===== src/rtl/unidade_pc_pkg.sv =====
// Shared opcodes and FSM state encoding for the program-counter / fetch stage.
package unidade_pc_pkg;

    localparam logic [5:0] OP_IN   = 6'b100000;
    localparam logic [5:0] OP_JUMP = 6'b110000;
    localparam logic [5:0] OP_JAL  = 6'b111000;

    typedef enum logic [1:0] {
        ST_RUN          = 2'd0,
        ST_WAIT_PRESS   = 2'd1,
        ST_WAIT_RELEASE = 2'd2,
        ST_UNUSED       = 2'd3
    } estado_t;

    function automatic logic is_salto_absoluto(input logic [5:0] opcode);
        return (opcode == OP_JUMP) || (opcode == OP_JAL);
    endfunction

endpackage


===== src/rtl/unidade_pc_debounce.sv =====
// Key synchroniser plus debounce counter: the level flips only after the synced
// key disagrees with it for DEB_CYCLES consecutive cycles.
module debounce_botao #(
    parameter int unsigned DEB_CYCLES = 16
) (
    input  logic clock,
    input  logic reset,
    input  logic botao,
    output logic nivel
);

    localparam int unsigned CNT_W = (DEB_CYCLES > 1) ? $clog2(DEB_CYCLES) : 1;
    localparam logic [CNT_W-1:0] CNT_MAX = CNT_W'(DEB_CYCLES - 1);

    logic             sync0_q, sync1_q;
    logic             nivel_q, nivel_d;
    logic [CNT_W-1:0] cnt_q, cnt_d;

    always_comb begin
        nivel_d = nivel_q;
        cnt_d   = '0;
        if (sync1_q != nivel_q) begin
            if (cnt_q == CNT_MAX) begin
                nivel_d = ~nivel_q;
            end else begin
                cnt_d = cnt_q + CNT_W'(1);
            end
        end
    end

    always_ff @(posedge clock or negedge reset) begin
        if (!reset) begin
            sync0_q <= 1'b0;
            sync1_q <= 1'b0;
            nivel_q <= 1'b0;
            cnt_q   <= '0;
        end else begin
            sync0_q <= botao;
            sync1_q <= sync0_q;
            nivel_q <= nivel_d;
            cnt_q   <= cnt_d;
        end
    end

    assign nivel = nivel_q;

endmodule


===== src/rtl/unidade_pc.sv =====
// Program counter, next-PC selection and the key-handshake FSM that lets
// exactly one IN instruction retire per debounced key press.
module unidade_pc
    import unidade_pc_pkg::*;
#(
    parameter int unsigned          ADDR_W     = 10,
    parameter logic [ADDR_W-1:0]    PC_RESET   = '0,
    parameter int unsigned          DEB_CYCLES = 16
) (
    input  logic              clock,
    input  logic              reset,
    input  logic              botao,
    input  logic [5:0]        Modo_Funcao_UC,
    input  logic              halt,
    input  logic              Seletor_Desvio_UC,
    input  logic              flag_desvio,
    input  logic              Seletor_regJr_UC,
    input  logic [ADDR_W-1:0] imediato,
    input  logic [ADDR_W-1:0] reg_jr,
    output logic [ADDR_W-1:0] pc,
    output logic [ADDR_W-1:0] pc_mais_um,
    output logic              clock_botao,
    output logic [1:0]        estado
);

    logic              nivel_botao;
    logic [ADDR_W-1:0] pc_q, pc_d;
    estado_t           estado_q, estado_d;
    logic              op_in;

    debounce_botao #(
        .DEB_CYCLES(DEB_CYCLES)
    ) u_debounce (
        .clock(clock),
        .reset(reset),
        .botao(botao),
        .nivel(nivel_botao)
    );

    assign op_in      = (Modo_Funcao_UC == OP_IN);
    assign pc_mais_um = pc_q + ADDR_W'(1);

    always_comb begin
        pc_d = pc_mais_um;
        if (halt) begin
            pc_d = pc_q;
        end else if (!Seletor_regJr_UC) begin
            pc_d = reg_jr;
        end else if (is_salto_absoluto(Modo_Funcao_UC)) begin
            pc_d = imediato;
        end else if (Seletor_Desvio_UC && flag_desvio) begin
            pc_d = imediato;
        end
    end

    // WAIT_RELEASE masks the key so a held key cannot retire a second IN.
    always_comb begin
        estado_d = estado_q;
        case (estado_q)
            ST_RUN: begin
                if (op_in) estado_d = halt ? ST_WAIT_PRESS : ST_WAIT_RELEASE;
            end
            ST_WAIT_PRESS: begin
                if (!op_in)     estado_d = ST_RUN;
                else if (!halt) estado_d = ST_WAIT_RELEASE;
            end
            ST_WAIT_RELEASE: begin
                if (!nivel_botao) estado_d = ST_RUN;
            end
            default: estado_d = ST_RUN;
        endcase
    end

    always_ff @(posedge clock or negedge reset) begin
        if (!reset) begin
            pc_q     <= PC_RESET;
            estado_q <= ST_RUN;
        end else begin
            pc_q     <= pc_d;
            estado_q <= estado_d;
        end
    end

    assign pc          = pc_q;
    assign estado      = estado_q;
    assign clock_botao = nivel_botao && (estado_q != ST_WAIT_RELEASE);

endmodule


===== config.mk =====
export PLATFORM = sky130hd
export DESIGN_NAME = unidade_pc
export DESIGN_NICKNAME = d
export VERILOG_FILES = /design/src/rtl/unidade_pc_pkg.sv /design/src/rtl/unidade_pc_debounce.sv /design/src/rtl/unidade_pc.sv
export SDC_FILE = /design/constraint.sdc
export NUM_CORES = 1
export LEC_CHECK = 0
export ABC_CLOCK_PERIOD_IN_PS = 3800
export BUFFER_PORTS_ARGS = -buffer_cell sky130_fd_sc_hd__buf_2
export CAP_MARGIN = 40
export CORE_MARGIN = 2
export CORE_UTILIZATION = 48
export DETAILED_ROUTE_END_ITERATION = 8
export GPL_TIMING_DRIVEN = 0
export PLACE_DENSITY_LB_ADDON = 0.2
export SLEW_MARGIN = 20
export SYNTH_ARGS = -nofsm -noshare
export SYNTH_HDL_FRONTEND = slang
export SYNTH_SLANG_ARGS = --single-unit

===== constraint.sdc =====
create_clock -name clock -period 3.8 [get_ports clock]
set_input_delay 0.76 -clock clock [delete_from_list [all_inputs] [get_ports clock]]
set_output_delay 0.76 -clock clock [all_outputs]
set_load 0.01 [all_outputs]

## Word level (Yosys, flattened, before mapping)

Cells that the tools add are included.

| cells by class | value |
|---|---|
| add/subtract/negate cells | 2 |
| eq/ne operators | 11 |
| muxes and demuxes | 11 |
| bitwise operators | 1 |
| reductions and logical operators | 6 |

Operators by type and width:

| cell | number |
|---|---|
| $mux 10 | 3 |
| $eq 6x6->1 const B | 3 |
| $add 10x1->10 const B | 1 |
| $mux 2 | 5 |
| $mux 4 | 2 |
| $ne 2x2->1 const B | 3 |
| $pmux 2 s3 | 1 |
| $add 4x1->4 const B | 1 |
| $eq 4x4->1 const B | 1 |
| $ne 3x3->1 const B | 1 |
| $reduce_and 3->1 | 1 |
| $eq 2x1->1 const B | 1 |
| $eq 2x2->1 const B | 1 |
| $logic_and 1x1->1 | 2 |
| $logic_not 2->1 | 1 |
| $reduce_and 2->1 | 1 |
| $logic_or 1x1->1 | 1 |
| $ne 1x1->1 | 1 |
| $not 1->1 | 1 |

| storage, ports and cells | value |
|---|---|
| bits in registers | 19 |
| output and inout bits | 23 |
| logic and storage cells | 37 |

## Depth between registers and ports, before layout

Gate-level depths: netlist of the first run.

| depth | value |
|---|---|
| depth after elaboration | 4 |
| depth in mapped cells | 5 |
| gate-level depth less buffers | 5 |

## Hierarchy

A second synthesis of the first run with hierarchy kept.

| second synthesis, totals | value |
|---|---|
| cells, all modules | 114 |
| area, all modules | 1081.0 sq um |

By module, submodules not included:

| module | times used | cells an instance | area an instance (sq um) |
|---|---|---|---|
| unidade_pc | 1 | 96 | 810.8 |
| debounce_botao | 1 | 18 | 270.3 |

## Worst setup path before layout of the first run

No wires, ideal clock.

| timing path | value |
|---|---|
| kind | register -> output |
| start point | register pc_q[2], in the netlist pc[2] |
| end point | output port pc_mais_um[7] |
| data arrival time | 1.308 ns |
| required time | 3.040 ns |
| slack | 1.732 ns |
| cell stages (with the launch flop) | 4 |
| path buffers | 0 |
| cell sequence | dfrtp_1 nand3_4 o31a_2 or2_2 |

| between the ends | value |
|---|---|
| longest elaborated chain between the ends | 1 |

RTL lines:

| element | RTL line | source |
|---|---|---|
| start, declared | unidade_pc.sv:27 | `logic [ADDR_W-1:0] pc_q, pc_d;` |
| start signal, assigned | unidade_pc.sv:79 | `pc_q <= pc_d;` |
| $add 10x1->10 | unidade_pc.sv:41 | `assign pc_mais_um = pc_q + ADDR_W'(1);` |
| end, declared | unidade_pc.sv:21 | `output logic [ADDR_W-1:0] pc_mais_um,` |

Every way passes these cells.

## Worst setup path after layout of the first run

Ends and elaborated chain as after synthesis.

==> results of run 1 <==
per-layer routing:
| metal | share of wire (%) | global-route usage [%] | wire length [um] | vias up |
|---|---|---|---|---|
| met2 | 50 | 41.5 | 1430 | 33 |
| met3 | 5.3 | 3.43 | 150 | 2 |
| met5 | 0 | 0 | 0 | - |
| li1 | - | - | - | 550 |
| met1 | 44 | 28.7 | 1240 | 533 |
| met4 | 0.91 | 8.97 | 26 | 0 |
cell families after synthesis:
group,after synthesis,synth area share (%)
xor gates and xnor gates,7,6.10
buffers and inverters,8,2.77
DFF,19,42.2
AOI/OAI and AO/OA,36,21.2
and+or+nand+nor,41,21.9
adders and majority gates,2,2.22
muxes,4,3.66
cell usage in the layout (no fill, tap or decap), types with 3 or more instances in the layout:
master	n
nand2b_1	3
o21ai_0	13
xnor2_1	4
buf_2	55
nor2b_1	3
nor2_1	5
a22oi_1	7
dfrtp_1	19
inv_1	4
clkbuf_4	3
mux2i_1	3
nand2_1	9
nand3_1	8
Yosys cell counts (3+ instances only):
| cell type | n | area (sq um) |
|---|---|---|
| mux2i_1 | 3 | 30.0 |
| o21ai_0 | 13 | 65.1 |
| nand2b_1 | 3 | 18.8 |
| xnor2_1 | 4 | 35.0 |
| nand2_1 | 9 | 33.8 |
| nand3_1 | 8 | 40.0 |
| a22oi_1 | 7 | 52.6 |
| inv_1 | 4 | 15.0 |
| nor2_1 | 5 | 18.8 |
| nor2b_1 | 3 | 18.8 |
| dfrtp_1 | 19 | 475 |
how the worst max path moves through the flow:
| stage | start | end | slack [ns] |
|---|---|---|---|
| after detailed placement | pc[2] | pc_mais_um[7] | 1.59 |
| after CTS | pc[2] | pc_mais_um[7] | 1.26 |
| after floorplan | pc[2] | pc_mais_um[7] | 1.73 |
| final | pc[2] | pc_mais_um[7] | 1.27 |
| after global routing | pc[2] | pc_mais_um[7] | 1.21 |
| after global placement | pc[2] | pc_mais_um[7] | 1.61 |
registers in the layout, summed over array words and instances, names as in the netlist:
| name | count |
|---|---|
| u_debounce.nivel | 1 |
| estado | 2 |
| u_debounce.sync1_q | 1 |
| u_debounce.sync0_q | 1 |
| u_debounce.cnt_q | 4 |
| pc | 10 |
worst max-delay path, delay by kind of cell, from the launching register on:
kind,cells,cell delay [ns]
buf+inv,1,0.14
flops,1,0.50
compound gates,1,0.38
simple gates,2,0.46
power by group:
group	switching (mW)	internal [mW]
Sequential	0.0286	0.221
Clock	0.0670	0.0400
Combinational	0.0901	0.0759
metrics by stage:
stage          cells  utilization, %  total power, mW  instance area, sq um
2_1_floorplan    117               -            0.345                  1130
3_5_place_dp     199            64.8            0.420                  1430
3_3_place_gp     199            64.8            0.414                  1430
4_1_cts          203            66.1            0.524                  1460
5_1_grt          203            66.1            0.554                  1460
6_report         203            66.1            0.523                  1460
layout make-up:
| type | count | area [sq um] |
|---|---|---|
| Multi-Input combinational cell | 90 | 621 |
| Sequential cell | 19 | 475 |
| Tap cell | 28 | 35.0 |
| Buffer | 4 | 16.3 |
| Clock buffer | 3 | 22.5 |
| Inverter | 4 | 15.0 |
| Timing Repair Buffer | 54 | 270 |
| Clock inverter | 1 | 7.51 |
| Fill cell | 209 | 749 |
==> results.cfg, run 1 <==
[status]
outcome = completed

[detailed_routing]
wire_per_inst_um = 14.1
wl_mm = 2.86
drtIter0Drc = 13
first_pass_iters = 4
vias = 1118
drt-vias-per-instance = 5.51
drc = 0
ant_nets = 0

[timing]
hold_violations = 0
rsz0062_at_grt = false
finClkSkew_ns = 0.0148
hold_slack_ns = 0.369
clock.fmax_ghz = 0.395
tightest_slew_ns = 0.546
drv_slew = 0
worst_slack_ns = 1.27
slew_headroom_pct = 63.5
period_minus_slack_ns = 2.53
fin_setup_tns_ns = 0
setup_viol = 0
post-route-period-util_pct = 66.6

[synth]
syn-num-nets = 152
syn_inst = 117
synth-main-ff-cell = dfrtp_1
ys_async_sr_fraction_pct = 100
synth_edf_count = 0
syn_avg_cell_area_sq_um = 9.64
synth_area_sq_um = 1130
yosysSeqAreaShare_pct = 42.2
yosysUniqueCellTypes = 39
ys_ff_latch = 19
ys_warn_count = 0

[cells_and_area]
area_delta_synth_final_pct = 29.7
layout.nets = 211
drive_gt1_share_pct = 37.7
n_antenna_cell = 0

[clock_network]
clockRootBuffer = clkbuf_4
post-cts-setup-buffers = 0
htree_levels = 1
cts-resized-gates = 0
clk_pin_slew_worst_paths_ns = 0.13
worstSkewPairLatency_ns = 0.30
cts_buffer_depth = 2
numCtsBuffers = 3
cts_hold_buf = 0
cts.sinks = 19
cts_tree = yes

[place]
hpwlAfterDp_mm = 2.29
place.gp.congestion = 0.766
dpl_worst_slack_ns = 1.59
io_buffers = 54

[grt]
grt_pass1_wl_mm = 4.81
antenna_found_initial = 0
grtUsageTotal_pct = 23.6
grt_max_degree = 20
grt.overflow.total = 0
grt_pass1_vias = 1163

[worst_setup_path]
crit_required_ns = 3.04
start_kind = flip-flop
crit_path_max_fanout = 8
r2r_start = pc[0]
cpMaxStageDelayCell = dfrtp_1
max_stage_delay_ns = 0.50
r2r-end = pc[6]
crit_type = reg2out
cp.arrival_ns = 1.77
crit_chain = nand3_4 -> o31a_2 -> or2_2 -> buf_2
reg2reg_slack_ns = 2.28
cp-end-kind = output port
rr_worst_depth = 5

[die]
row_count = 17
core_sq_um = 2210
initial_core_util_pct = 51.0
dieArea_sq_um = 2750
die_x_um = 52.5
dieHeight_um = 52.5
pin_count = 56

[power]
leakage_nw = 0.709
ir_drop_uv = 229
cellPowerDensity_nw_per_um2 = 358

[hold_path]
hold_class = in2async

[flow_run]
drv_cap = 0
(Power assumes the default switching activity.)
==> run 2, diff against run 1 <==
ABC_CLOCK_PERIOD_IN_PS = 2200   (was 3800)
CORE_UTILIZATION = 41   (was 48)
clock period = 2.2 ns   (was 3.8 ns; I/O delays follow)
==> results.cfg, run 2 (synthesis gave the netlist of run 1 again) <==
[timing]
post-route-period-util_pct = 96.3
clock.fmax_ghz = 0.472
tightest_slew_ns = 0.579
drv_slew = 0
fin_setup_tns_ns = 0
rsz0062_at_grt = false
setup_viol = 0
worst_slack_ns = 0.0810
finClkSkew_ns = 0.00142
slew_headroom_pct = 61.3
hold_violations = 0
period_minus_slack_ns = 2.12

[flow_run]
drv_cap = 0

[clock_network]
numCtsBuffers = 3
clk_pin_slew_worst_paths_ns = 0.11
clockRootBuffer = clkbuf_4
cts_buffer_depth = 2
worstSkewPairLatency_ns = 0.30
cts.sinks = 19
cts_tree = yes
htree_levels = 1

[die]
dieHeight_um = 56.4
row_count = 19
pin_count = 56
core_sq_um = 2690
die_x_um = 56.4
dieArea_sq_um = 3180
initial_core_util_pct = 42.0

[place]
hpwlAfterDp_mm = 2.23
io_buffers = 54
place.gp.congestion = 0.833
dpl_worst_slack_ns = 0.336
dp_cells = 202

[grt]
grt.overflow.total = 0
grt_max_degree = 20
antenna_found_initial = 0
grt_pass1_vias = 1065
grtUsageTotal_pct = 18.5
use_met2_pct = 29.7
grt-busiest-layer = met2
grt_util_met1_pct = 25.4
grt_pass1_wl_mm = 4.64
met3_usage_pct = 3.00

[power]
clkPwrFrac_pct = 19.8
cellPowerDensity_nw_per_um2 = 614
leakage_nw = 0.729
switching_share_pct = 35.1
switchingPower_mw = 0.326
combPwrFrac_pct = 34.0
internal-power_mw = 0.601
p_seq_share_pct = 46.2
finalPower_mw = 0.927
ir_drop_uv = 368

[detailed_routing]
vias = 1175
first_pass_iters = 4
wl_mm = 2.95
drtIter0Drc = 41
ant_nets = 0
drc = 0
drt-vias-per-instance = 5.57
wire_per_inst_um = 14.0

[cells_and_area]
layout.nets = 216
n_antenna_cell = 0
final_common_cell = buf_2
largest_register_ffs = 10
drive_gt1_share_pct = 41.7
area_delta_synth_final_pct = 33.9
fillers = 263
final_cell_count_no_fill = 211
layout_common_cells = buf_2 (55), dfrtp_1 (15), o21ai_0 (13), nand2_1 (9), nand3_1 (8)
final_core_util_pct = 56.2

[worst_setup_path]
rr_worst_depth = 5
start_kind = flip-flop
crit_required_ns = 1.76
crit_type = reg2out
cp.arrival_ns = 1.68
crit_path_max_fanout = 8
cp-end-kind = output port

[hold_path]
hold_class = in2async

[status]
outcome = completed
-- run 2: cell types whose count changed in the layout (fill, tap and decap cells not counted), sizes merged --
cell / delta
buf: +5
-- run 2: power groups by stage --
stage | Clock [mW] | Combinational (mW) | Sequential, mW
5_1_grt | 0.205 | 0.343 | 0.434
3_5_place_dp | 0 | 0.287 | 0.438
2_1_floorplan | 0 | 0.152 | 0.443
6_report | 0.183 | 0.315 | 0.428
3_3_place_gp | 0 | 0.283 | 0.435
4_1_cts | 0.190 | 0.290 | 0.432
-- run 2: area by class of cell --
cell class | count | area [sq um] | share of cell area [%]
Buffer | 4 | 16.3 | 1.08
Sequential cell | 19 | 480 | 31.8
Inverter | 4 | 15.0 | 0.995
Multi-Input combinational cell | 90 | 621 | 41.1
Clock buffer | 3 | 22.5 | 1.49
Clock inverter | 1 | 7.51 | 0.498
Tap cell | 31 | 38.8 | 2.57
Timing Repair Buffer | 59 | 308 | 20.4
-- run 2: final timing paths --
kind,end,start,slack (ns)
min reg2reg,u_debounce.sync1_q,u_debounce.sync0_q,0.38
min,pc[4],reset,0.06
min in group clock,u_debounce.sync0_q,botao,0.24
max,pc_mais_um[7],pc[4],0.08
max in group asynchronous,pc[2],reset,1.81
max reg2reg,pc[6],pc[1],0.71
-- run 2: metal layers --
layer	vias to the layer above	share of wire [%]
li1	560	-
met1	554	45
met2	59	47
met3	2	7.3
met4	0	0.44
met5	-	0
-- run 2: repair_timing --
item / 4_1_cts / 5_1_grt
hold buffers: 0 / 0
setup endpoints to repair: 1 / 3
resized for setup: 3 / 1
hold endpoints to repair: 0 / 0
buffers inserted: 0 / 5
-- run 2: critical path: stages, from the launching register on --
cell	delay (ns)
dfrtp_2	0.43
nand3_4	0.14
o31a_2	0.37
or2_2	0.29
buf_2	0.14
-- run 2: through the flow --
stage,instance area (sq um),hold WS [ns]
2_1_floorplan,1130,0.144
3_3_place_gp,1440,0.332
3_5_place_dp,1440,0.354
4_1_cts,1470,0.0688
5_1_grt,1510,0.0749
6_report,1510,0.0613
==> run 3, diff against run 2 <==
--- a/config.mk
+++ b/config.mk
@@ -6,9 +6,9 @@
 export NUM_CORES = 1
 export LEC_CHECK = 0
-export ABC_CLOCK_PERIOD_IN_PS = 2200
+export ABC_CLOCK_PERIOD_IN_PS = 2100
 export BUFFER_PORTS_ARGS = -buffer_cell sky130_fd_sc_hd__buf_2
 export CAP_MARGIN = 40
 export CORE_MARGIN = 2
-export CORE_UTILIZATION = 41
+export CORE_UTILIZATION = 27
 export DETAILED_ROUTE_END_ITERATION = 8
 export GPL_TIMING_DRIVEN = 0
==> constraint.sdc (replaced) <==
create_clock -name clock -period 2.1 [get_ports clock]
set_input_delay 0.105 -clock clock [delete_from_list [all_inputs] [get_ports clock]]
set_output_delay 0.105 -clock clock [all_outputs]
set_load 0.01 [all_outputs]
==> results.cfg, run 3 (synthesis gave the netlist of run 1 again) <==
[timing]
period_minus_slack_ns = 1.84
finClkSkew_ns = 0.00229
setup_viol = 0
slew_headroom_pct = 59.2
post-route-period-util_pct = 87.8
fin_setup_tns_ns = 0
tightest_slew_ns = 0.610
clock.fmax_ghz = 0.542
drv_slew = 0
hold_violations = 0
worst_slack_ns = 0.256
rsz0062_at_grt = false

[cells_and_area]
final_common_cell = buf_2
largest_register_ffs = 10
final_cell_count_no_fill = 227
final_core_util_pct = 38.2
area_delta_synth_final_pct = 35.6
drive_gt1_share_pct = 37.3
fillers = 415
layout_common_cells = buf_2 (55), dfrtp_1 (19), o21ai_0 (13), nand2_1 (9), nand3_1 (8)
n_antenna_cell = 0
layout.nets = 213

[clock_network]
cts_hold_buf = 2
post-cts-setup-buffers = 0
clk_pin_slew_worst_paths_ns = 0.08
cts.sinks = 19
clockRootBuffer = clkbuf_8
numCtsBuffers = 3
cts_buffer_depth = 2
worstSkewPairLatency_ns = 0.26
cts_tree = yes
cts-resized-gates = 0
htree_levels = 1

[grt]
grt_max_degree = 20
grt_pass1_wl_mm = 5.51
antenna_found_initial = 0
grt.overflow.total = 0
grt_pass1_vias = 1149
grtUsageTotal_pct = 15.8

[detailed_routing]
vias = 1120
wire_per_inst_um = 15.0
drc = 0
dr_wl_met2_mm = 1.62
wl_met1_mm = 1.52
drtIter0Drc = 41
wl_mm = 3.40
drt-vias-per-instance = 4.93
top_layer_used = met4
wl_met3_um = 232
first_pass_iters = 4
ant_nets = 0

[power]
leakage_nw = 0.725
ir_drop_uv = 308
cellPowerDensity_nw_per_um2 = 675

[die]
dieArea_sq_um = 4710
dieHeight_um = 68.6
pin_count = 56
core_sq_um = 4000
initial_core_util_pct = 28.2
die_x_um = 68.6
row_count = 23

[place]
io_buffers = 54
place.gp.congestion = 0.808
hpwlAfterDp_mm = 2.55
dp_cells = 221
dpl_worst_slack_ns = 0.550

[worst_setup_path]
crit_chain = nand3_4 -> o31a_2 -> or2_2 -> buf_2
crit_path_max_fanout = 8
crit_type = reg2out
cp-end-kind = output port
max_stage_delay_ns = 0.49
cp.arrival_ns = 1.74
start_kind = flip-flop
cpMaxStageDelayCell = dfrtp_1
crit_required_ns = 2.00

[status]
outcome = completed

[flow_run]
drv_cap = 0

[hold_path]
hold_class = in2reg
==> run 3: cell count changes in the layout (fill, tap and decap cells not counted) <==
cell	previous run	this run
dlygate4sd3_1	0	2
dfrtp_1	15	19
dfrtp_2	4	0
clkbuf_8	0	3
buf_4	5	0
clkbuf_4	3	0
==> run 3: area by class of cell <==
cell class	instances	area, sq um	area share (%)
multi-input combinational	90	621	40.6
sequential	19	475	31.1
timing repair buffer	56	290	19.0
tap	50	62.6	4.09
clock buffer	3	41.3	2.70
buffer	4	16.3	1.06
inverter	4	15.0	0.982
clock inverter	1	7.51	0.491
==> run 3: final timing paths <==
path	cells past startpoint	startpoint	end	slack [ns]
setup / recovery	4	pc[2]	pc_mais_um[7]	0.26
hold / removal	3	reg_jr[7]	pc[7]	0.07
setup reg to reg	5	pc[0]	pc[6]	0.53
hold reg to reg	0	u_debounce.sync0_q	u_debounce.sync1_q	0.36
max in group asynchronous	2	reset	pc[2]	1.48
min in group asynchronous	2	reset	u_debounce.sync0_q	0.31
==> run 3: metal layers <==
layer / up-vias / global-route usage [%]
li1: 551 / -
met1: 534 / 20.6
met2: 33 / 26.3
met3: 2 / 2.44
met4: 0 / 6.00
met5: - / 0
==> run 3: through the flow <==
| step | instance area (sq um) | power, mW | hold slack [ns] |
|---|---|---|---|
| global route | 1530 | 1.10 | 0.0858 |
| floorplan | 1130 | 0.623 | -0.191 |
| CTS | 1530 | 1.04 | 0.0714 |
| detailed placement | 1460 | 0.768 | 0.0772 |
| global placement | 1460 | 0.760 | 0.0769 |
| finish | 1530 | 1.03 | 0.0712 |
==> run 3: worst max-delay path: cells and delay by family, from the launching register on <==
family | cells | cell delay (ns)
flip-flops | 1 | 0.49
buffers and inverters | 1 | 0.14
AND/OR/NAND/NOR | 2 | 0.46
AO/OA/AOI/OAI | 1 | 0.38
==> run 3: where the power goes <==
group	internal [mW]	switching [mW]	total [mW]	leakage, nW
clock	0.134	0.133	0.266	0.0217
combinational	0.140	0.172	0.313	0.465
sequential	0.401	0.0516	0.452	0.238
